--- src/rtl/mem_arbiter_pkg.sv ---
// Shared encodings, request record and arbitration helpers for the
// two-port memory arbiter (mem_arbiter, mem_arb_slot).
package mem_arbiter_pkg;

  // Request flag encodings carried on pN_rw_flag / mem_rw_flag.
  localparam logic [1:0] RW_READ  = 2'b01;
  localparam logic [1:0] RW_WRITE = 2'b10;

  // Arbitration FSM encodings.
  localparam logic [1:0] ARB_IDLE  = 2'b00;
  localparam logic [1:0] ARB_ISSUE = 2'b01;
  localparam logic [1:0] ARB_WAIT  = 2'b10;

  // One captured request: exactly what gets driven onto the memory port.
  typedef struct packed {
    logic [1:0]  rw;
    logic [31:0] addr;
    logic [31:0] wdata;
    logic [3:0]  mask;
  } mem_req_t;

  // A flag value counts as a request if either the read or write bit is set.
  function automatic logic is_req(input logic [1:0] rw);
    return |(rw & (RW_READ | RW_WRITE));
  endfunction

  // Round-robin pick between pending slots: the lone full slot wins,
  // a tie goes to the port that was not granted last.
  function automatic logic pick_winner(input logic [1:0] full, input logic last_grant);
    if (full == 2'b11) begin
      return ~last_grant;
    end
    return full[1];
  endfunction

endpackage

--- src/rtl/mem_arbiter_if.sv ---
// Bundle of the two requester ports and the memory port of mem_arbiter.
// slave  = arbiter view, master = the surrounding caches + memory controller.
interface mem_arbiter_if;

  logic [1:0]  p0_rw_flag;
  logic [31:0] p0_addr;
  logic [31:0] p0_write_data;
  logic [3:0]  p0_write_mask;
  logic [31:0] p0_read_data;
  logic        p0_done;
  logic        p0_busy;

  logic [1:0]  p1_rw_flag;
  logic [31:0] p1_addr;
  logic [31:0] p1_write_data;
  logic [3:0]  p1_write_mask;
  logic [31:0] p1_read_data;
  logic        p1_done;
  logic        p1_busy;

  logic [1:0]  mem_rw_flag;
  logic [31:0] mem_addr;
  logic [31:0] mem_write_data;
  logic [3:0]  mem_write_mask;
  logic [31:0] mem_read_data;
  logic        mem_busy;
  logic        mem_done;

  logic        err;

  modport slave (
    input  p0_rw_flag, p0_addr, p0_write_data, p0_write_mask,
    output p0_read_data, p0_done, p0_busy,
    input  p1_rw_flag, p1_addr, p1_write_data, p1_write_mask,
    output p1_read_data, p1_done, p1_busy,
    output mem_rw_flag, mem_addr, mem_write_data, mem_write_mask,
    input  mem_read_data, mem_busy, mem_done,
    output err
  );

  modport master (
    output p0_rw_flag, p0_addr, p0_write_data, p0_write_mask,
    input  p0_read_data, p0_done, p0_busy,
    output p1_rw_flag, p1_addr, p1_write_data, p1_write_mask,
    input  p1_read_data, p1_done, p1_busy,
    input  mem_rw_flag, mem_addr, mem_write_data, mem_write_mask,
    output mem_read_data, mem_busy, mem_done,
    input  err
  );

endinterface

--- src/rtl/mem_arb_slot.sv ---
// Per-port request slot: holds one pulsed request until the arbiter grants it.
// A pulse into an occupied slot is dropped and reported through err_pulse.
module mem_arb_slot
  import mem_arbiter_pkg::*;
(
  input  logic     CLK,
  input  logic     RST,
  input  logic     set_en,
  input  mem_req_t set_req,
  input  logic     clr,
  output logic     full,
  output mem_req_t req,
  output logic     err_pulse
);

  // A slot being granted this cycle is free for the next request, which is
  // what lets a cache chain line-fill beats back to back.
  logic occupied;

  assign occupied  = full && !clr;
  assign err_pulse = set_en && occupied;

  // Capture a request into a free slot; empty the slot when it is granted.
  always_ff @(posedge CLK or posedge RST) begin
    if (RST) begin
      full <= 1'b0;
      // NOTE: the payload is reset too so the memory port can never show stale
      // data after reset; it is a handful of flops, not a RAM array.
      req  <= '0;
    end else if (set_en && !occupied) begin
      // NOTE: sequential state always uses <= so every flop samples the
      // pre-edge value regardless of statement order.
      full <= 1'b1;
      req  <= set_req;
    end else if (clr) begin
      full <= 1'b0;
    end
  end

endmodule

--- src/rtl/mem_arbiter.sv ---
// Two-port memory arbiter: I-cache (P0) and D-cache (P1) share one memory port.
// Pulsed requests are held in per-port slots, granted round-robin, issued for a
// single cycle and the memory completion is routed back to the owning port.
// Optional feature: define MEM_ARB_BURST_LOCK_EN to let the current owner keep
// the port for up to LOCK_MAX back-to-back re-grants (line fills).
module mem_arbiter
  import mem_arbiter_pkg::*;
#(
  parameter int unsigned LOCK_MAX = 8
)(
  input  logic          CLK,
  input  logic          RST,
  mem_arbiter_if.slave  bus
);

  mem_req_t   pulse_req [2];
  mem_req_t   slot_req  [2];
  logic [1:0] slot_full;
  logic [1:0] slot_set;
  logic [1:0] slot_clr;
  logic [1:0] slot_err;

  logic [1:0] state_q, state_d;
  logic       owner_q;
  logic       last_grant_q;
  mem_req_t   mem_q;
  logic       err_q;

  logic       lock_hit;
  logic       can_arb;
  logic       do_grant;
  logic       grant_sel;
  mem_req_t   grant_req;
  logic       done_now;

  assign pulse_req[0] = '{rw: bus.p0_rw_flag, addr: bus.p0_addr,
                          wdata: bus.p0_write_data, mask: bus.p0_write_mask};
  assign pulse_req[1] = '{rw: bus.p1_rw_flag, addr: bus.p1_addr,
                          wdata: bus.p1_write_data, mask: bus.p1_write_mask};

  // A locked re-grant takes the owner's pulse straight to memory, so it must
  // not also land in the owner's slot.
  assign slot_set[0] = is_req(pulse_req[0].rw) && !(lock_hit && !owner_q);
  assign slot_set[1] = is_req(pulse_req[1].rw) && !(lock_hit &&  owner_q);
  assign slot_clr[0] = do_grant && !lock_hit && !grant_sel;
  assign slot_clr[1] = do_grant && !lock_hit &&  grant_sel;

  mem_arb_slot u_slot0 (
    .CLK       (CLK),
    .RST       (RST),
    .set_en    (slot_set[0]),
    .set_req   (pulse_req[0]),
    .clr       (slot_clr[0]),
    .full      (slot_full[0]),
    .req       (slot_req[0]),
    .err_pulse (slot_err[0])
  );

  mem_arb_slot u_slot1 (
    .CLK       (CLK),
    .RST       (RST),
    .set_en    (slot_set[1]),
    .set_req   (pulse_req[1]),
    .clr       (slot_clr[1]),
    .full      (slot_full[1]),
    .req       (slot_req[1]),
    .err_pulse (slot_err[1])
  );

`ifdef MEM_ARB_BURST_LOCK_EN
  localparam int unsigned LOCK_W = $clog2(LOCK_MAX + 1);

  logic [LOCK_W-1:0] lock_cnt_q;

  // Owner re-requests in its own completion cycle and still has lock budget.
  assign lock_hit = (state_q == ARB_WAIT) && bus.mem_done && !bus.mem_busy &&
                    is_req(pulse_req[owner_q].rw) &&
                    (lock_cnt_q < LOCK_W'(LOCK_MAX));

  // Count consecutive grants to the same port; a switch of port restarts it.
  always_ff @(posedge CLK or posedge RST) begin
    if (RST) begin
      lock_cnt_q <= '0;
    end else if (do_grant) begin
      if (grant_sel != last_grant_q) begin
        lock_cnt_q <= '0;
      end else if (lock_cnt_q < LOCK_W'(LOCK_MAX)) begin
        lock_cnt_q <= lock_cnt_q + 1'b1;
      end
    end
  end
`else
  assign lock_hit = 1'b0;
`endif

  // Grant decision: arbitration points are IDLE and the completion cycle in WAIT.
  always_comb begin
    // NOTE: every always_comb output gets a default first so no path leaves
    // it unassigned, which would otherwise infer a latch.
    can_arb   = 1'b0;
    grant_sel = pick_winner(slot_full, last_grant_q);
    if (!bus.mem_busy) begin
      can_arb = (state_q == ARB_IDLE) || ((state_q == ARB_WAIT) && bus.mem_done);
    end
    if (lock_hit) begin
      grant_sel = owner_q;
    end
    do_grant  = can_arb && (lock_hit || (|slot_full));
    grant_req = lock_hit ? pulse_req[owner_q] : slot_req[grant_sel];
  end

  // Next-state logic for the IDLE -> ISSUE -> WAIT cycle.
  always_comb begin
    state_d = state_q;
    case (state_q)
      ARB_IDLE:  if (do_grant) state_d = ARB_ISSUE;
      ARB_ISSUE: state_d = ARB_WAIT;
      ARB_WAIT:  if (bus.mem_done) state_d = do_grant ? ARB_ISSUE : ARB_IDLE;
      default:   state_d = ARB_IDLE;
    endcase
  end

  // FSM, ownership and registered memory-port outputs (valid only in ISSUE).
  always_ff @(posedge CLK or posedge RST) begin
    if (RST) begin
      state_q      <= ARB_IDLE;
      owner_q      <= 1'b0;
      last_grant_q <= 1'b1;
      mem_q        <= '0;
      err_q        <= 1'b0;
    end else begin
      state_q <= state_d;
      mem_q   <= do_grant ? grant_req : '0;
      if (do_grant) begin
        owner_q      <= grant_sel;
        last_grant_q <= grant_sel;
      end
      if (|slot_err) begin
        err_q <= 1'b1;
      end
    end
  end

  assign done_now = (state_q == ARB_WAIT) && bus.mem_done;

  assign bus.mem_rw_flag    = mem_q.rw;
  assign bus.mem_addr       = mem_q.addr;
  assign bus.mem_write_data = mem_q.wdata;
  assign bus.mem_write_mask = mem_q.mask;

  assign bus.p0_done      = done_now && !owner_q;
  assign bus.p1_done      = done_now &&  owner_q;
  assign bus.p0_read_data = bus.p0_done ? bus.mem_read_data : '0;
  assign bus.p1_read_data = bus.p1_done ? bus.mem_read_data : '0;
  assign bus.p0_busy      = slot_full[0] || (!owner_q && (state_q != ARB_IDLE));
  assign bus.p1_busy      = slot_full[1] || ( owner_q && (state_q != ARB_IDLE));
  assign bus.err          = err_q;

endmodule
--- src/flat_wrapper.sv ---
// flat-port wrapper written by rule: the top's interface ports become plain ports
module mem_arbiter_flat import mem_arbiter_pkg::*;
#(
  parameter int unsigned LOCK_MAX = 8
)
  (CLK, RST, bus_p0_rw_flag, bus_p0_addr, bus_p0_write_data, bus_p0_write_mask, bus_p0_read_data, bus_p0_done, bus_p0_busy, bus_p1_rw_flag, bus_p1_addr, bus_p1_write_data, bus_p1_write_mask, bus_p1_read_data, bus_p1_done, bus_p1_busy, bus_mem_rw_flag, bus_mem_addr, bus_mem_write_data, bus_mem_write_mask, bus_mem_read_data, bus_mem_busy, bus_mem_done, bus_err);
  mem_arbiter_if bus_i ();
  input  logic CLK;
  input  logic RST;
  input wire logic [$bits(bus_i.p0_rw_flag)-1:0] bus_p0_rw_flag;
  input wire logic [$bits(bus_i.p0_addr)-1:0] bus_p0_addr;
  input wire logic [$bits(bus_i.p0_write_data)-1:0] bus_p0_write_data;
  input wire logic [$bits(bus_i.p0_write_mask)-1:0] bus_p0_write_mask;
  output wire logic [$bits(bus_i.p0_read_data)-1:0] bus_p0_read_data;
  output wire logic [$bits(bus_i.p0_done)-1:0] bus_p0_done;
  output wire logic [$bits(bus_i.p0_busy)-1:0] bus_p0_busy;
  input wire logic [$bits(bus_i.p1_rw_flag)-1:0] bus_p1_rw_flag;
  input wire logic [$bits(bus_i.p1_addr)-1:0] bus_p1_addr;
  input wire logic [$bits(bus_i.p1_write_data)-1:0] bus_p1_write_data;
  input wire logic [$bits(bus_i.p1_write_mask)-1:0] bus_p1_write_mask;
  output wire logic [$bits(bus_i.p1_read_data)-1:0] bus_p1_read_data;
  output wire logic [$bits(bus_i.p1_done)-1:0] bus_p1_done;
  output wire logic [$bits(bus_i.p1_busy)-1:0] bus_p1_busy;
  output wire logic [$bits(bus_i.mem_rw_flag)-1:0] bus_mem_rw_flag;
  output wire logic [$bits(bus_i.mem_addr)-1:0] bus_mem_addr;
  output wire logic [$bits(bus_i.mem_write_data)-1:0] bus_mem_write_data;
  output wire logic [$bits(bus_i.mem_write_mask)-1:0] bus_mem_write_mask;
  input wire logic [$bits(bus_i.mem_read_data)-1:0] bus_mem_read_data;
  input wire logic [$bits(bus_i.mem_busy)-1:0] bus_mem_busy;
  input wire logic [$bits(bus_i.mem_done)-1:0] bus_mem_done;
  output wire logic [$bits(bus_i.err)-1:0] bus_err;
  assign bus_i.p0_rw_flag = bus_p0_rw_flag;
  assign bus_i.p0_addr = bus_p0_addr;
  assign bus_i.p0_write_data = bus_p0_write_data;
  assign bus_i.p0_write_mask = bus_p0_write_mask;
  assign bus_p0_read_data = bus_i.p0_read_data;
  assign bus_p0_done = bus_i.p0_done;
  assign bus_p0_busy = bus_i.p0_busy;
  assign bus_i.p1_rw_flag = bus_p1_rw_flag;
  assign bus_i.p1_addr = bus_p1_addr;
  assign bus_i.p1_write_data = bus_p1_write_data;
  assign bus_i.p1_write_mask = bus_p1_write_mask;
  assign bus_p1_read_data = bus_i.p1_read_data;
  assign bus_p1_done = bus_i.p1_done;
  assign bus_p1_busy = bus_i.p1_busy;
  assign bus_mem_rw_flag = bus_i.mem_rw_flag;
  assign bus_mem_addr = bus_i.mem_addr;
  assign bus_mem_write_data = bus_i.mem_write_data;
  assign bus_mem_write_mask = bus_i.mem_write_mask;
  assign bus_i.mem_read_data = bus_mem_read_data;
  assign bus_i.mem_busy = bus_mem_busy;
  assign bus_i.mem_done = bus_mem_done;
  assign bus_err = bus_i.err;
  mem_arbiter #(.LOCK_MAX(LOCK_MAX)) u_core (.CLK(CLK), .RST(RST), .bus(bus_i));
endmodule
--- config.mk ---
export PLATFORM = sky130hd
export DESIGN_NAME = mem_arbiter_flat
export DESIGN_NICKNAME = d
export VERILOG_FILES = /design/src/rtl/mem_arbiter_pkg.sv /design/src/rtl/mem_arbiter_if.sv /design/src/rtl/mem_arb_slot.sv /design/src/rtl/mem_arbiter.sv /design/src/flat_wrapper.sv
export SDC_FILE = /design/constraint.sdc
export NUM_CORES = 1
export LEC_CHECK = 0
export ABC_AREA = 0
export BUFFER_PORTS_ARGS = -buffer_cell sky130_fd_sc_hd__buf_2
export CORE_MARGIN = 5
export CORE_UTILIZATION = 45
export CTS_CLUSTER_SIZE = 16
export DETAILED_ROUTE_END_ITERATION = 7
export PLACE_DENSITY = 0.84
export SLEW_MARGIN = 20
export SYNTH_ARGS = -nofsm -noshare
export SYNTH_HDL_FRONTEND = slang
export SYNTH_SLANG_ARGS = --single-unit
--- constraint.sdc ---
create_clock -name CLK -period 14.7 [get_ports CLK]
set_input_delay 4.41 -clock CLK [delete_from_list [all_inputs] [get_ports CLK]]
set_output_delay 4.41 -clock CLK [all_outputs]
set_load 0.01 [all_outputs]
==> impl_metrics.yaml, run 1 <==
synthesis:
  synthAdderAreaFrac_pct: 0
  synth_compound_area_share_pct: 6.10
  synth_area_leaders: "dfrtp_1 62%, mux2_2 15%, nand2_1 6.2%, and2_1 4.6%, a21oi_1 4.1%"
  synth-edff-count: 0
  synth_most_common_cell: "dfrtp_1"
  yosys.area_share.simple_pct: 11.7
  ys_types: 34
  dominantRegCellSynth: "dfrtp_1"
  ys_seq_elements: 217
  synth_top_cell_area_share_pct: 61.5
  syn_area_um2: 8780
  yosys-top-cells-count: "216 x dfrtp_1, 145 x nand2_1, 117 x mux2_2"
  yosys_warnings: 0
  synth_mux_area_share_pct: 17.6
  synth-seq-area-share_pct: 61.8
  yosysTopAreaCell: "dfrtp_1"
  syn_inst: 714
  synth_top_family_by_area: "multiplexers"
  async_reset_ff_share_pct: 100
  syn_area_per_cell_um2: 12.3
  synth_xor_area_share_pct: 0
  synth_nets: 890
detailed_routing:
  drc_errors: 0
  first_pass_iters: 4
  wl_per_cell_um: 18.1
  routed_wl_um: 23400
  vias: 6540
  drtAntennaViolNets: 0
  drt_iter0_drc: 196
  viasPerCell: 5.05
power_and_ir_drop:
  finalPower_mw: 2.15
  p_leak_nw: 5.72
  peakVddDrop_v: 0.000109
  powerDensity_nw_per_um2: 191
sta:
  setup_tns_ns: 0
  fin_crit_ns: 10.11
  setup_slack_ns: 4.59
  tightest_slew_ns: 1.10
  relSlewSlack_pct: 26.6
  finalMaxSlewViolations: 0
  hold_ws_ns: 0.484
  hold_violations: 0
  setup-violations-final: 0
  min_period_over_period_pct: 68.8
  finClkSkew_ns: 0.0108
  grt_setup_unrepaired: "false"
  fmax_ghz: 0.0989
worst_setup_path:
  r2r-start: "u_core.u_slot1.full"
  critPathCapture: "bus_p1_read_data[31]"
  crit_start: "bus_mem_done"
  crit_required_ns: 10.29
  end_kind: "output port"
  crit_type: "input pin to output port"
  worstPathArrival_ns: 5.70
  cp_max_fo: 33
  reg2reg_depth: 5
  r2r-end: "u_core.u_slot1.req[33]"
  start_kind: "input pin"
  rrSetupSlack_ns: 11.49
grt:
  grt_max_degree: 144
  grt_pass1_vias: 6794
  grt_first_pass_wirelength_um: 36000
  antenna_found_initial: 1
  overflow: 0
  track_usage_pct: 20.4
worst_hold_path:
  min_path_cells: 1
  min_path_type: "flip-flop to flip-flop"
placement:
  place_hpwl_um: 16200
  placed_area_um2: 10500
  pre_cts_slack_ns: 4.42
  io_buffers: 314
  gp_congestion: 0.796
floorplan:
  die_area_um2: 22400
  num_rows: 51
  chipWidth_um: 150
  die_y_um: 150
  core-area_um2: 19300
  ioPinCount: 315
  start_util_pct: 45.4
status:
  status: "finished, final reports clean"
clock_tree:
  clk_path_buf_depth: 3
  cts_hold_buf: 0
  post_cts_resized: 0
  cts_sinks: 217
  clock_latency_ns: 0.49
  cts_made_buffers: 22
  clkTransAtPathRegs_ns: 0.06
  cts_setup_buffers: 0
  cts_tree: "done"
  ctsRootBufferMaster: "clkbuf_16"
  htreeDepth: 1
layout:
  num_antenna_cells: 0
  layout.nets: 1190
  final_area_um2: 11300
  drive_above_1_share_pct: 46.7
  synthToLayoutAreaGrowth_pct: 28.3
run:
  drv_cap: 0
-- per-layer routing --
| metal | wire length, um | vias to the layer above | global-route usage [%] |
|---|---|---|---|
| met5 | 7 | - | 0 |
| met4 | 648 | 2 | 6.08 |
| met3 | 2210 | 47 | 6.00 |
| met2 | 12100 | 264 | 36.9 |
| met1 | 8410 | 3237 | 23.4 |
| li1 | - | 2990 | - |
-- report_power, final --
part           switching [mW]  internal [mW]  total, mW
Sequential              0.125          0.853      0.978
Clock                   0.220          0.302      0.522
Combinational           0.334          0.315      0.648
-- cell type report --
cell class,instances,area [um2]
timing repair buffer,321,1670
fill,1586,8060
tap,265,332
clock inverter,6,32.5
multi-input combinational,449,3150
sequential,217,5430
clock buffer,33,643
inverter,3,18.8
-- critical path, stage by stage --
cell     delay [ns]
buf_2          0.11
and4b_1        0.76
and2_1         0.27
buf_2          0.15
-- registers in the layout, indices dropped and copies added, names as in the netlist --
signal	count
u_core.bus.err	1
u_core.bus.mem_addr	32
u_core.bus.mem_rw_flag	2
u_core.bus.mem_write_data	32
u_core.bus.mem_write_mask	4
u_core.last_grant_q	1
u_core.owner_q	1
u_core.state_q	2
u_core.u_slot0.full	1
u_core.u_slot0.req	70
u_core.u_slot1.full	1
u_core.u_slot1.req	70
-- layout by cell type, fill, tap and decap left out, types with 4 or more instances in the layout --
master | Yosys | final
buf_4 | 7 | 4
dfrtp_1 | 216 | 216
mux2_1 | 20 | 20
mux2_2 | 117 | 117
nand2_1 | 145 | 145
clkinv_2 | 0 | 5
a21oi_1 | 72 | 72
clkbuf_1 | 29 | 7
clkbuf_16 | 0 | 23
buf_2 | 6 | 314
a22o_1 | 4 | 4
nor2_1 | 4 | 4
and2_1 | 65 | 64
-- kinds of logic after synthesis --
family,after synthesis
simple gates,223
mux,137
compound gates,89
buf+inv,48
flops,217
-- metrics by stage --
step / utilization (%) / std cells
3_3_place_gp: 54.5 / 1252
6_report: 58.3 / 1294
5_1_grt: 58.3 / 1294
3_5_place_dp: 54.5 / 1252
4_1_cts: 58.0 / 1291
2_1_floorplan: - / 714
-- worst min-delay path by stage --
stage,end,startpoint
floorplan,u_core.u_slot1.req[0],u_core.u_slot1.req[0]
global placement,u_core.u_slot1.req[20],u_core.u_slot1.req[20]
detailed placement,u_core.u_slot1.req[5],u_core.u_slot1.req[5]
CTS,u_core.u_slot1.req[5],u_core.u_slot1.req[5]
global route,u_core.u_slot1.req[0],u_core.u_slot1.req[0]
finish,u_core.u_slot1.req[12],u_core.u_slot1.req[12]
No activity file was read; power rests on OpenSTA's default activity.
==> inputs of run 2 (changes only) <==
--- a/config.mk
+++ b/config.mk
@@ -5,7 +5,7 @@
 export SDC_FILE = /design/constraint.sdc
 export NUM_CORES = 1
 export LEC_CHECK = 0
-export ABC_AREA = 0
+export ABC_AREA = 1
 export BUFFER_PORTS_ARGS = -buffer_cell sky130_fd_sc_hd__buf_2
 export CORE_MARGIN = 5
 export CORE_UTILIZATION = 45
==> constraint.sdc (replaced) <==
create_clock -name CLK -period 10.15 [get_ports CLK]
set_input_delay 3.045 -clock CLK [delete_from_list [all_inputs] [get_ports CLK]]
set_output_delay 3.045 -clock CLK [all_outputs]
set_load 0.01 [all_outputs]
==> run 2 against run 1 <==
Net effect:
- largest cell class unchanged
- highest routed layer is now met4
- sequential cell count unchanged
- hold slack got worse by 0.015 ns
- die area increased by 4.0%
- area after synthesis grew 4.3%
- power grew 60%
- count of clock-buffer cells in the layout grew 2
- clock power rose by 74%
- critical path type unchanged
- sequential share of layout area down 1.8 points
- final area grew 3.9%
- non-clock buffer count is 2 higher
==> impl_metrics.yaml, run 2 <==
worst_setup_path:
  worstPathArrival_ns: 4.56
  cp_max_fo: 33
  r2r-start: "u_core.u_slot0.full"
  end_kind: "output port"
  worst_path_dominant_cell_family: "simple AND/OR/NAND/NOR gates"
  r2r-end: "u_core.u_slot0.req[10]"
  crit_path_top_delay_cell: "nand2_1"
  cp_num_buf_inv: 3
  reg2reg_depth: 9
  rrSetupSlack_ns: 7.35
  crit_type: "input pin to output port"
  start_kind: "input pin"
  max_stage_delay_ns: 0.66
  crit_required_ns: 7.11
  path_cells: "buf_2 > inv_1 > nor3_1 > nand2_1 > nor2_1 > buf_2"
  worst_path_most_repeated_cell: "buf_2"
sta:
  grt_setup_unrepaired: "false"
  relSlewSlack_pct: 29.8
  setup_tns_ns: 0
  fin_crit_ns: 7.60
  hold_violations: 0
  setup-violations-final: 0
  min_period_over_period_pct: 74.9
  fmax_ghz: 0.132
  setup_slack_ns: 2.55
  tightest_slew_ns: 1.05
  finClkSkew_ns: 0.00957
  finalMaxSlewViolations: 0
clock_tree:
  clkTransAtPathRegs_ns: 0.05
  post_cts_resized: 0
  cts_sinks: 217
  cts_tree: "done"
  htreeDepth: 1
  cts_made_buffers: 24
  cts_hold_buf: 0
  ctsRootBufferMaster: "clkbuf_16"
  clk_path_buf_depth: 3
  clock_latency_ns: 0.50
  cts_setup_buffers: 0
placement:
  io_buffers: 314
  place_hpwl_um: 16700
  pre_cts_slack_ns: 2.62
  gp_congestion: 0.883
detailed_routing:
  viasPerCell: 4.82
  wl_per_cell_um: 15.0
  first_pass_iters: 5
  drtAntennaViolNets: 0
  drt_iter0_drc: 459
  routed_wl_um: 25400
  vias: 8158
  drc_errors: 0
worst_hold_path:
  min_path_cells: 2
  min_path_type: "flip-flop to flip-flop"
  hp-start: "u_core.u_slot1.req[6]"
  worst_hold_path.endpoint: "u_core.u_slot1.req[6]"
synthesis:
  ys_seq_elements: 217
  syn_area_um2: 9160
  synth_top_cell_area_share_pct: 59.0
  yosysTopAreaCell: "dfrtp_1"
  dominantRegCellSynth: "dfrtp_1"
  synth_nets: 1292
  yosys-top-cells-count: "294 x nand2_1, 216 x dfrtp_1, 180 x inv_1"
  yosys_warnings: 0
  synth-edff-count: 0
  synth-seq-area-share_pct: 59.3
  async_reset_ff_share_pct: 100
  syn_area_per_cell_um2: 8.21
  syn_inst: 1116
  synth_area_leaders: "dfrtp_1 59%, nand2_1 12%, nand3_1 7.6%, inv_1 7.4%, nor2_1 5.6%"
  ys_types: 21
  synth_most_common_cell: "nand2_1"
power_and_ir_drop:
  finalPower_mw: 3.44
  peakVddDrop_v: 0.000153
  powerDensity_nw_per_um2: 293
  p_leak_nw: 7.38
grt:
  track_usage_pct: 21.4
  overflow: 0
  antenna_found_initial: 3
  grt_max_degree: 139
  grt_first_pass_wirelength_um: 41700
  grt_pass1_vias: 8240
layout:
  final_cell_mix: "314 x buf_2, 292 x nand2_1, 216 x dfrtp_1"
  final_common_cell: "buf_2"
  drive_above_1_share_pct: 26.4
  synthToLayoutAreaGrowth_pct: 27.8
  layout.nets: 1577
  reg.largest.list: "u_core.u_slot0.req x70, u_core.u_slot1.req x70"
floorplan:
  die_y_um: 153
  die_area_um2: 23300
  ioPinCount: 315
  start_util_pct: 45.6
  chipWidth_um: 153
  core-area_um2: 20100
  num_rows: 52
run:
  drv_cap: 0
status:
  status: "finished, final reports clean"
[run 2: changes by cell type in the layout (fill, tap and decap cells not counted), sizes merged, moves of 4 or more]
cell,change
a22o,-4
nand2,+152
nor2,+134
inv,+179
nand3,+140
and2,-65
mux2,-137
[run 2: worst max-delay path by stage]
stage	depth (start not counted)	from	endpoint
2_1_floorplan	1	RST	u_core.bus.err
3_3_place_gp	6	bus_mem_done	bus_p0_read_data[15]
3_5_place_dp	6	bus_mem_done	bus_p0_read_data[9]
4_1_cts	6	bus_mem_done	bus_p0_read_data[9]
5_1_grt	6	bus_mem_done	bus_p1_read_data[11]
6_report	6	bus_mem_done	bus_p1_read_data[11]
[run 2: power breakdown]
| part | switching, mW | internal [mW] | total, mW |
|---|---|---|---|
| clock network | 0.348 | 0.559 | 0.907 |
| logic | 0.731 | 0.365 | 1.10 |
| registers | 0.186 | 1.25 | 1.43 |
[run 2: cell families after synthesis]
kind of cell / synth area share [%]
AND/OR/NAND/NOR: 25.9
buffers and inverters: 10.5
flip-flops: 59.3
AO/OA/AOI/OAI: 4.22
[run 2: layout make-up]
| type | count | area (um2) |
|---|---|---|
| fill | 1757 | 8400 |
| multi-input combinational | 654 | 2770 |
| tap | 270 | 338 |
| timing repair buffer | 323 | 1640 |
| inverter | 181 | 687 |
| sequential | 217 | 5430 |
| clock buffer | 35 | 703 |
| clock inverter | 9 | 133 |
| antenna | 3 | 7.51 |
[run 2: routing by layer]
| layer | vias up | global-route usage (%) | routed length [um] |
|---|---|---|---|
| li1 | 3932 | - | - |
| met1 | 3851 | 28.2 | 10500 |
| met2 | 319 | 36.0 | 12400 |
| met3 | 56 | 3.83 | 1820 |
| met4 | 0 | 6.92 | 729 |
| met5 | - | 0 | 0 |
[run 2: worst register-to-register path: stages (launching register included)]
cell	delay [ns]
dfrtp_1	0.44
nor2_1	0.14
nor2_2	0.06
nand3_2	0.06
buf_4	0.64
nand2_2	0.13
nand2_2	0.53
buf_4	0.50
nand2_1	0.15
nand2_1	0.08
[run 2: through the flow]
stage               hold WS [ns]  std cells  instance area, um2  util [%]
global placement           0.449       1645               10900      54.0
CTS                        0.472       1689               11700      58.2
floorplan                  0.442       1116                9160         -
global route               0.481       1692               11700      58.2
finish                     0.469       1692               11700      58.2
detailed placement         0.458       1645               10900      54.0
==> inputs of run 3 (changes only) <==
==> constraint.sdc (replaced) <==
create_clock -name CLK -period 7.9 [get_ports CLK]
set_input_delay 2.37 -clock CLK [delete_from_list [all_inputs] [get_ports CLK]]
set_output_delay 2.37 -clock CLK [all_outputs]
set_load 0.01 [all_outputs]
==> run 3 against run 2 <==
Net effect:
- largest power group unchanged
- non-clock buffer count unchanged
- combinational power rose by 28%
- critical path depth is the same
- hold slack got worse by 0.0032 ns
- final area decreased by 1.3%
==> impl_metrics.yaml, run 3 (synthesized netlist as in run 2, its figures left out) <==
status:
  status: "finished, final reports clean"
power_and_ir_drop:
  p_comb_share_pct: 33.5
  peakVddDrop_v: 0.000166
  seqPwrFrac_pct: 43.4
  switching_share_pct: 37.7
  powerDensity_nw_per_um2: 365
  p_clk_share_pct: 23.2
  p_leak_nw: 7.31
  p_sw_mw: 1.59
  p_int_mw: 2.62
clock_tree:
  clkTransAtPathRegs_ns: 0.06
  htreeDepth: 1
  clk_path_buf_depth: 3
  cts_sinks: 217
  cts_made_buffers: 23
  cts_tree: "done"
  post_cts_resized: 0
  cts_hold_buf: 0
  clock_latency_ns: 0.49
  ctsRootBufferMaster: "clkbuf_16"
  cts_setup_buffers: 0
worst_setup_path:
  crit_type: "input pin to output port"
  cp_max_fo: 33
  end_kind: "output port"
  crit_required_ns: 5.53
  worstPathArrival_ns: 3.76
  r2r-end: "u_core.u_slot0.req[53]"
  rrSetupSlack_ns: 4.56
  r2r-start: "u_core.state_q[1]"
  start_kind: "input pin"
  reg2reg_depth: 9
grt:
  grt_pass1_vias: 8101
  antenna_found_initial: 1
  overflow: 0
  grt_max_degree: 180
  grt_first_pass_wirelength_um: 40800
  track_usage_pct: 20.9
placement:
  place_hpwl_um: 16400
  io_buffers: 314
  gp_congestion: 0.897
sta:
  fin_crit_ns: 6.13
  finClkSkew_ns: 0.00800
  finalMaxSlewViolations: 0
  hold_ws_ns: 0.466
  tightest_slew_ns: 0.986
  fmax_ghz: 0.163
  grt_setup_unrepaired: "false"
  hold_violations: 0
  min_period_over_period_pct: 77.6
  setup-violations-final: 0
  relSlewSlack_pct: 34.3
  setup_tns_ns: 0
detailed_routing:
  drtAntennaViolNets: 0
  wl_per_cell_um: 14.9
  first_pass_iters: 5
  drt_iter0_drc: 606
  vias: 8115
  drc_errors: 0
  viasPerCell: 4.81
  routed_wl_um: 25100
layout:
  layout.nets: 1576
  fin_util_pct: 57.5
  multi_input_area_um2: 2770
  final_cell_mix: "314 x buf_2, 291 x nand2_1, 216 x dfrtp_1"
  register_area_um2: 5430
  reg.largest.list: "u_core.u_slot0.req x70, u_core.u_slot1.req x70"
  final_common_cell: "buf_2"
  fillerInstances: 1724
  drive_above_1_share_pct: 26.4
  synthToLayoutAreaGrowth_pct: 26.2
worst_hold_path:
  min_path_cells: 2
  worst_hold_path.endpoint: "u_core.last_grant_q"
  min_path_type: "flip-flop to flip-flop"
  hp-start: "u_core.last_grant_q"
floorplan:
  die_y_um: 153
  start_util_pct: 45.6
  core-area_um2: 20100
  die_area_um2: 23300
  num_rows: 52
  ioPinCount: 315
  chipWidth_um: 153
run:
  drv_cap: 0
run 3: cell count changes in the layout (fill, tap and decap cells not counted), sizes merged:
cell and change:
clkbuf -6, clkinv +5, bufinv -3, diode -2
run 3: final cells by class:
cell class | instances | area share, %
Clock inverter | 11 | 0.541
Multi-Input combinational cell | 654 | 24.0
Antenna cell | 1 | 0.0217
Timing Repair Buffer | 323 | 14.3
Sequential cell | 217 | 47.0
Clock buffer | 29 | 5.35
Inverter | 181 | 5.91
Tap cell | 270 | 2.92
run 3: power groups by stage:
stage                     Combinational [mW]  Sequential, mW  Clock [mW]
after global routing                    1.61            1.88        1.05
after global placement                  1.37            1.82           0
after detailed placement                1.42            1.84           0
after CTS                               1.43            1.83       0.998
after floorplan                        0.910            1.86           0
final                                   1.41            1.83       0.977
run 3: how the worst max path moves through the flow:
stage,start,to,slack [ns]
after floorplan,bus_mem_done,bus_p0_read_data[22],2.42
after global placement,bus_mem_done,bus_p1_read_data[1],1.89
after detailed placement,bus_mem_done,bus_p0_read_data[10],1.69
after CTS,bus_mem_done,bus_p0_read_data[10],1.68
after global routing,bus_mem_done,bus_p1_read_data[14],1.62
final,bus_mem_done,bus_p0_read_data[10],1.77
run 3: worst max-delay path, cell delays in order:
cell and delay (ns):
buf_2 0.09, inv_1 0.06, nor3_1 0.34, nand2_2 0.47, nor2_1 0.25, buf_2 0.16
run 3: routing by layer:
metal	track usage, %	routed length, um	vias up
li1	-	-	3927
met1	28.0	10300	3818
met3	3.52	1910	43
met2	35.0	12300	327
met4	6.53	628	0
met5	0	0	-
run 3: metrics by stage:
step	instance area (um2)	total power [mW]	setup slack (ns)	std cells
final	11600	4.22	1.77	1686
after global routing	11600	4.54	1.62	1686
after CTS	11500	4.25	1.68	1685
after detailed placement	10900	3.26	1.69	1645
after global placement	10900	3.19	1.89	1645
after floorplan	9160	2.77	2.42	1116
